### src/rtl/can_rx_store_ctrl.sv
// CAN RX store controller.
// Takes accepted messages from the bit-stream/acceptance-filter stage, holds them in a
// small FIFO-ordered queue, and paces writes into the RX FIFO. After each write the
// controller waits one settle cycle, so the FIFO full flag is valid before the next
// write is issued. Messages dropped because the queue is full are reported through a
// sticky flag and a saturating counter.
module can_rx_store_ctrl #(
    parameter int unsigned MSG_W     = 128,
    parameter int unsigned BUF_DEPTH = 2,
    parameter int unsigned CNT_W     = 8
) (
    input  logic                             i_sys_clk,
    input  logic                             i_reset_n,
    input  logic                             i_syn_can_ready,
    input  logic [MSG_W-1:0]                 i_rx_message,
    input  logic                             i_acf_en,
    input  logic                             i_acf_match,
    input  logic                             i_rx_full,
    input  logic                             i_clr_ovr,
    output logic                             o_rx_w_en,
    output logic [MSG_W-1:0]                 o_rx_fifo_w_data,
    output logic                             o_rx_overrun,
    output logic [CNT_W-1:0]                 o_ovr_cnt,
    output logic [$clog2(BUF_DEPTH):0]       o_buf_count,
    output logic                             o_busy
);

    localparam int unsigned PTR_W = $clog2(BUF_DEPTH);
    localparam int unsigned OCC_W = PTR_W + 1;

    localparam logic [1:0] ST_IDLE   = 2'd0;
    localparam logic [1:0] ST_WRITE  = 2'd1;
    localparam logic [1:0] ST_SETTLE = 2'd2;

    localparam logic [CNT_W-1:0] CNT_MAX = {CNT_W{1'b1}};

    logic [1:0]       state_q, state_d;
    logic [OCC_W-1:0] count_q, count_d;
    logic [PTR_W-1:0] rd_ptr_q, rd_ptr_d;
    logic [PTR_W-1:0] wr_ptr_q, wr_ptr_d;
    logic [MSG_W-1:0] mem_q [BUF_DEPTH];
    logic             w_en_q, w_en_d;
    logic [MSG_W-1:0] w_data_q, w_data_d;
    logic             ovr_q, ovr_d;
    logic [CNT_W-1:0] ovr_cnt_q, ovr_cnt_d;

    logic             candidate;
    logic             queue_full;
    logic             queue_empty;
    logic             fsm_can_start;
    logic             push;
    logic             pop;
    logic             drop;
    logic [MSG_W-1:0] head_data;

    // Accept/push/pop decisions for this edge
    always_comb begin
        candidate     = i_syn_can_ready & (~i_acf_en | i_acf_match);
        queue_full    = (count_q == OCC_W'(BUF_DEPTH));
        queue_empty   = (count_q == '0);
        // i_rx_full is only looked at in IDLE/SETTLE; WRITE never starts a new write
        fsm_can_start = ((state_q == ST_IDLE) | (state_q == ST_SETTLE)) & ~i_rx_full;
        // A full queue still accepts when the head leaves on the same edge
        push          = candidate & (~queue_full | (fsm_can_start & ~queue_empty));
        // Empty queue bypass: a message pushed this edge can be popped this edge
        pop           = fsm_can_start & (~queue_empty | push);
        drop          = candidate & ~push;
        head_data     = queue_empty ? i_rx_message : mem_q[rd_ptr_q];
    end

    // Write sequencer: one write pulse followed by a settle cycle
    always_comb begin
        state_d  = state_q;
        w_en_d   = 1'b0;
        w_data_d = w_data_q;
        case (state_q)
            ST_IDLE, ST_SETTLE: begin
                if (pop) begin
                    state_d  = ST_WRITE;
                    w_en_d   = 1'b1;
                    w_data_d = head_data;
                end else begin
                    state_d  = ST_IDLE;
                end
            end
            ST_WRITE: begin
                state_d = ST_SETTLE;
            end
            default: begin
                state_d = ST_IDLE;
            end
        endcase
    end

    // Queue pointer and occupancy next-state
    always_comb begin
        count_d  = count_q + OCC_W'(push) - OCC_W'(pop);
        wr_ptr_d = wr_ptr_q + PTR_W'(push);
        rd_ptr_d = rd_ptr_q + PTR_W'(pop);
    end

    // Overrun flag and saturating counter; a drop wins over a simultaneous clear
    always_comb begin
        ovr_d     = ovr_q;
        ovr_cnt_d = ovr_cnt_q;
        if (drop) begin
            ovr_d = 1'b1;
            if (i_clr_ovr) begin
                ovr_cnt_d = CNT_W'(1);
            end else if (ovr_cnt_q != CNT_MAX) begin
                ovr_cnt_d = ovr_cnt_q + CNT_W'(1);
            end
        end else if (i_clr_ovr) begin
            ovr_d     = 1'b0;
            ovr_cnt_d = '0;
        end
    end

    // Control and output registers, synchronous active-low reset
    always_ff @(posedge i_sys_clk) begin
        if (!i_reset_n) begin
            state_q   <= ST_IDLE;
            count_q   <= '0;
            rd_ptr_q  <= '0;
            wr_ptr_q  <= '0;
            w_en_q    <= 1'b0;
            w_data_q  <= '0;
            ovr_q     <= 1'b0;
            ovr_cnt_q <= '0;
        end else begin
            state_q   <= state_d;
            count_q   <= count_d;
            rd_ptr_q  <= rd_ptr_d;
            wr_ptr_q  <= wr_ptr_d;
            w_en_q    <= w_en_d;
            w_data_q  <= w_data_d;
            ovr_q     <= ovr_d;
            ovr_cnt_q <= ovr_cnt_d;
        end
    end

    // Queue storage; contents are don't-care while the entry is not occupied
    always_ff @(posedge i_sys_clk) begin
        if (i_reset_n && push) begin
            mem_q[wr_ptr_q] <= i_rx_message;
        end
    end

    assign o_rx_w_en        = w_en_q;
    assign o_rx_fifo_w_data = w_data_q;
    assign o_rx_overrun     = ovr_q;
    assign o_ovr_cnt        = ovr_cnt_q;
    assign o_buf_count      = count_q;
    assign o_busy           = (count_q != '0) | (state_q != ST_IDLE);

endmodule

### config.mk
export PLATFORM = sky130hd
export DESIGN_NAME = can_rx_store_ctrl
export DESIGN_NICKNAME = d
export VERILOG_FILES = /design/src/rtl/can_rx_store_ctrl.sv
export SDC_FILE = /design/constraint.sdc
export NUM_CORES = 1
export LEC_CHECK = 0
export CAP_MARGIN = 25
export CORE_AREA = 2 2 185 187
export CTS_BUF_LIST = sky130_fd_sc_hd__clkbuf_8 sky130_fd_sc_hd__clkbuf_16
export DETAILED_ROUTE_END_ITERATION = 10
export DIE_AREA = 0 0 187 189
export PLACE_DENSITY = 0.8
export SYNTH_ARGS = -nofsm -noshare
export SYNTH_HDL_FRONTEND = slang
export SYNTH_SLANG_ARGS = --single-unit
### constraint.sdc
create_clock -name i_sys_clk -period 12.4 [get_ports i_sys_clk]
set_input_delay 2.48 -clock i_sys_clk [delete_from_list [all_inputs] [get_ports i_sys_clk]]
set_output_delay 2.48 -clock i_sys_clk [all_outputs]
set_load 0.005 [all_outputs]
# Yosys cells after proc, flatten, opt, wreduce, memory -nomap -nowiden
# Memories as Yosys holds them, arrays and structs flattened. A register that Yosys moved wholly into a read port is not among the register bits.
# Index checks and enable logic that the tools add are counted.
[word_totals]
ff_bits = 144
mem_bits_rw = 256
input_bits = 135
out_inout_bits = 141
wordCells = 58
n_memories = 1
[classes]
n_addsub = 5
n_eq_ne = 4
n_mux = 13
n_bitwise = 16
n_reduce_logical = 11
[mem_list]
columns = ["name", "depth", "width", "read_ports", "rd_clocked_by_memory_dff", "wr", "line_no", "rtl"]
rows = [
  ["mem_q", 2, 128, 1, 1, 1, "41", "logic [MSG_W-1:0] mem_q [BUF_DEPTH];"],
]
[op_table]
columns = ["operator", "n"]
rows = [
  ["$mux W128", 1],
  ["$mux W8", 4],
  ["$add A8 B1 Y8 const B", 1],
  ["$ne A8 B8 Y1 const B", 1],
  ["$reduce_bool A2 Y1", 4],
  ["$mux W1", 7],
  ["$and A1 B1 Y1", 6],
  ["$reduce_and A2 Y1", 3],
  ["$not A1 Y1", 5],
  ["$or A1 B1 Y1", 5],
  ["$eq A2 B2 Y1 const B", 2],
  ["$logic_not A2 Y1", 2],
  ["$pmux W2 S2", 1],
  ["$add A1 B1 Y1", 2],
  ["$add A2 B1 Y2", 1],
  ["$eq A2 B1 Y1 const B", 1],
  ["$reduce_or A2 Y1", 1],
  ["$sub A2 B1 Y2", 1],
  ["$logic_and A1 B1 Y1", 1],
]

# Longest topological paths before layout
[depth]
word_depth = 10
depth_mapped = 11

# Worst setup path after synthesis
# No wires, ideal clock.
[synth_path]
path_kind = "input-to-reg"
start = "in i_acf_match"
end = "mem mem_q[0][0], enable pin"
setup_time_ps = 771
t_arrival_ps = 11596
slack_ps = 33
path_stages = 3
n_path_buf = 0
cell_sequence = "nand2b_1 -> o311ai_1 -> nor3_1"
[synth_between]
elab_chain_len = 6
[synth_rtl]
columns = ["item", "line_no", "rtl"]
rows = [
  ["from (decl)", "17", "input logic i_acf_match,"],
  ["$or A1 B1 Y1", "58", "candidate = i_syn_can_ready & (~i_acf_en | i_acf_match);"],
  ["$and A1 B1 Y1", "58", ""],
  ["$and A1 B1 Y1", "64", "push = candidate & (~queue_full | (fsm_can_start & ~queue_empty));"],
  ["$logic_and A1 B1 Y1", "144", "if (i_reset_n && push) begin"],
  ["$mux W1", "144", ""],
  ["$mux W1 (not written as such)", "145", "mem_q[wr_ptr_q] <= i_rx_message;"],
  ["to (decl)", "41", ""],
]
# Every way passes these cells.

# Final worst setup path
[layout_path]
start = "in i_rx_full"
end = "mem mem_q[0][13], enable pin"
[layout_between]
elab_chain_len = 8
[layout_rtl]
columns = ["item", "line_no", "rtl"]
rows = [
  ["from (decl)", "18", "input logic i_rx_full,"],
  ["$not A1 Y1", "62", "fsm_can_start = ((state_q == ST_IDLE) | (state_q == ST_SETTLE)) & ~i_rx_full;"],
  ["$and A1 B1 Y1", "62", ""],
  ["$and A1 B1 Y1", "64", ""],
  ["$or A1 B1 Y1", "64", ""],
  ["$and A1 B1 Y1", "64", ""],
  ["$logic_and A1 B1 Y1", "144", ""],
  ["$mux W1", "144", ""],
  ["$mux W1 (not written as such)", "145", ""],
]
# Every way passes these cells.

==> results.sh <==
export IMPL_worst_slew_pin_slew_ps=1070
export IMPL_drive_gt1_share_pct=5.99
export IMPL_switching_share_pct=30.6
export IMPL_ios=276
export IMPL_outcome="finished, final reports clean"
export IMPL_maxSlewViolCount=0
export IMPL_htreeDepth=2
export IMPL_ys_seq_elements=401
export IMPL_peakVddDrop_mv=0.143
export IMPL_fin_util_pct=60.4
export IMPL_gp_congestion=0.768
export IMPL_cts_resized=0
export IMPL_grt_usage_pct=21.3
export IMPL_area_growth_pct=27.6
export IMPL_netSwitchingPower_mw=1.20
export IMPL_placed_cell_area_sq_um=18700
export IMPL_crit_type="primary input to flip-flop"
export IMPL_fin_nets=1591
export IMPL_ctsHoldBuffers=0
export IMPL_fillers=2610
export IMPL_fp_dieH_um=189
export IMPL_dp_cells=1856
export IMPL_start_util_pct=47.3
export IMPL_p_per_area_nw_per_um2=195
export IMPL_drtPass1Iterations=5
export IMPL_p_int_mw=2.72
export IMPL_rsz0062_at_grt="no"
export IMPL_period_needed_ps=5650
export IMPL_ys_seq_area_share_pct=67.3
export IMPL_seq_power_share_pct=42.7
export IMPL_crit_fanout=74
export IMPL_grt_pass1_vias=11155
export IMPL_dp_hpwl_um=22700
export IMPL_hold_viol=0
export IMPL_clockBufferDepth=3
export IMPL_crit_required_ps=12540
export IMPL_die_x_um=187
export IMPL_grt_pass1_wl_um=60400
export IMPL_finalClockSkew_ps=15.9
export IMPL_rows=67
export IMPL_design_area_sq_um=20100
export IMPL_wl_per_cell_um=19.9
export IMPL_cts_tree="done"
export IMPL_synth_cell_area_sq_um=15700
export IMPL_hold_path_class="flip-flop to flip-flop"
export IMPL_yosysWarnings=0
export IMPL_crit_arrival_ps=5790
export IMPL_p_leak_nw=6.46
export IMPL_layout_cells_non_filler=1936
export IMPL_place_ws_ps=6170
export IMPL_worst_slack_ps=6750
export IMPL_p_comb_share_pct=27.8
export IMPL_synth_top_area_share_pct=48.8
export IMPL_synth_top_flop_cell="edfxtp_1"
export IMPL_async_reset_ff_share_pct=0
export IMPL_cp_start_kind="primary input"
export IMPL_grt_max_degree=114
export IMPL_synth_fp_nets=1374
export IMPL_synth_area_leaders="edfxtp_1 49%, dfxtp_1 18%, mux2i_1 8.1%"
export IMPL_cts_sinks=401
export IMPL_grt_overflow=0
export IMPL_total_power_mw=3.92
export IMPL_detail_route_vias_per_cell=5.80
export IMPL_cts_buffers=41
export IMPL_synth_edff_count=256
export IMPL_end_kind="flip-flop"
export IMPL_port_buffers=275
export IMPL_clk_pin_slew_ps=60
export IMPL_cts_root_buf="clkbuf_16"
export IMPL_fin_crit_sh_pct=45.5
export IMPL_drc=0
export IMPL_relSlewSlack_pct=28.9
export IMPL_first_iter_violations=984
export IMPL_cts_setup_buffers=0
export IMPL_final_antenna_net_count=0
export IMPL_yosysUniqueCellTypes=41
export IMPL_power_clock_fraction_pct=29.6
export IMPL_routed_wl_um=38600
export IMPL_syn_avg_cell_area_sq_um=12.7
export IMPL_antenna_found_initial=2
export IMPL_whs_ps=427
export IMPL_fin_tns_setup_ps=0
export IMPL_synth_top_area_cell="edfxtp_1"
export IMPL_synth_cells=1236
export IMPL_clk_latency_ps=530
export IMPL_fp_dieArea_sq_um=35300
export IMPL_maxCapViolCount=0
export IMPL_max_clock_freq_ghz=0.177
export IMPL_num_vias=11232
export IMPL_finalSetupViolCount=0
export IMPL_core_sq_um=33300
==> cell usage in the layout (no fill, tap or decap), drive strengths merged, types with 3 or more instances in the layout <==
master           n
nand2          131
nor2             7
xnor2            3
nand2b           3
o21ai          130
nor3             5
clkdlybuf4s50  275
edfxtp         256
clkinv          11
dfxtp          145
or4              3
ha               3
clkbuf          50
mux2i          128
nand3            4
a21oi          137
buf             17
inv             22
o2111ai        128
or2              4
==> worst max-delay path, stage by stage <==
cell	delay, ps
clkdlybuf4s50_1	490
nor2_4	130
buf_4	540
o311ai_1	330
nor3_2	180
buf_4	640
buf_4	910
==> cell families after synthesis <==
family / after synthesis / synth area share, %
xor+xnor: 3 / 0.167
flops: 401 / 67.3
compound gates: 408 / 16.3
mux: 128 / 8.14
buf+inv: 125 / 3.34
fa+ha+maj: 3 / 0.238
simple gates: 168 / 4.55
==> registers in the layout, indices dropped and copies added, names as in the netlist, named ones only <==
name              flops
mem_q               256
o_ovr_cnt             8
o_rx_overrun          1
o_buf_count           2
state_q               2
wr_ptr_q              1
rd_ptr_q              1
o_rx_w_en             1
o_rx_fifo_w_data    128
==> synthesized netlist by cell type, types with 3 or more instances <==
master     number
dfxtp_1       145
or4_1           3
nand3_1         4
nand2b_1        3
o2111ai_1     128
xnor2_1         3
a21oi_1       136
buf_1          13
edfxtp_1      256
inv_1           7
o21ai_0       130
nand2_1       131
mux2i_1       128
clkbuf_1       78
buf_2          24
nor3_1          5
ha_1            3
nor2_1          7
==> worst paths after layout <==
path	startpoint	to	slack [ps]	cells after the start
setup / recovery	i_rx_full	mem_q[0][13]	6750	7
hold reg to reg	state_q[1]	state_q[1]	430	1
setup reg to reg	state_q[0]	mem_q[0][13]	8890	6
hold / removal	state_q[1]	state_q[1]	430	1
==> power groups by stage <==
stage               registers (mW)  logic, mW  clock network (mW)
finish                        1.67       1.09                1.16
global route                  1.69       1.19                1.23
CTS                           1.67       1.08                1.18
detailed placement            1.70       1.07                   0
global placement              1.69       1.05                   0
floorplan                     1.70      0.618                   0
==> metal layers <==
layer | vias to the layer above | wire length (um) | share of wire (%) | global-route usage, %
li1 | 5204 | - | - | -
met1 | 5490 | 15700 | 41 | 27.1
met2 | 445 | 18800 | 49 | 35.5
met3 | 93 | 2800 | 7.2 | 4.73
met4 | 0 | 1400 | 3.6 | 8.46
met5 | - | 0 | 0 | 0
==> layout make-up <==
type | instances | area, sq um | share of cell area (%)
Clock buffer | 50 | 1170 | 5.84
Tap cell | 448 | 561 | 2.79
Clock inverter | 26 | 118 | 0.586
Timing Repair Buffer | 292 | 2940 | 14.6
Antenna cell | 2 | 5.00 | 0.0249
Sequential cell | 401 | 10600 | 52.7
Inverter | 7 | 28.8 | 0.143
Multi-Input combinational cell | 710 | 4670 | 23.2
(Power assumes the default switching activity.)
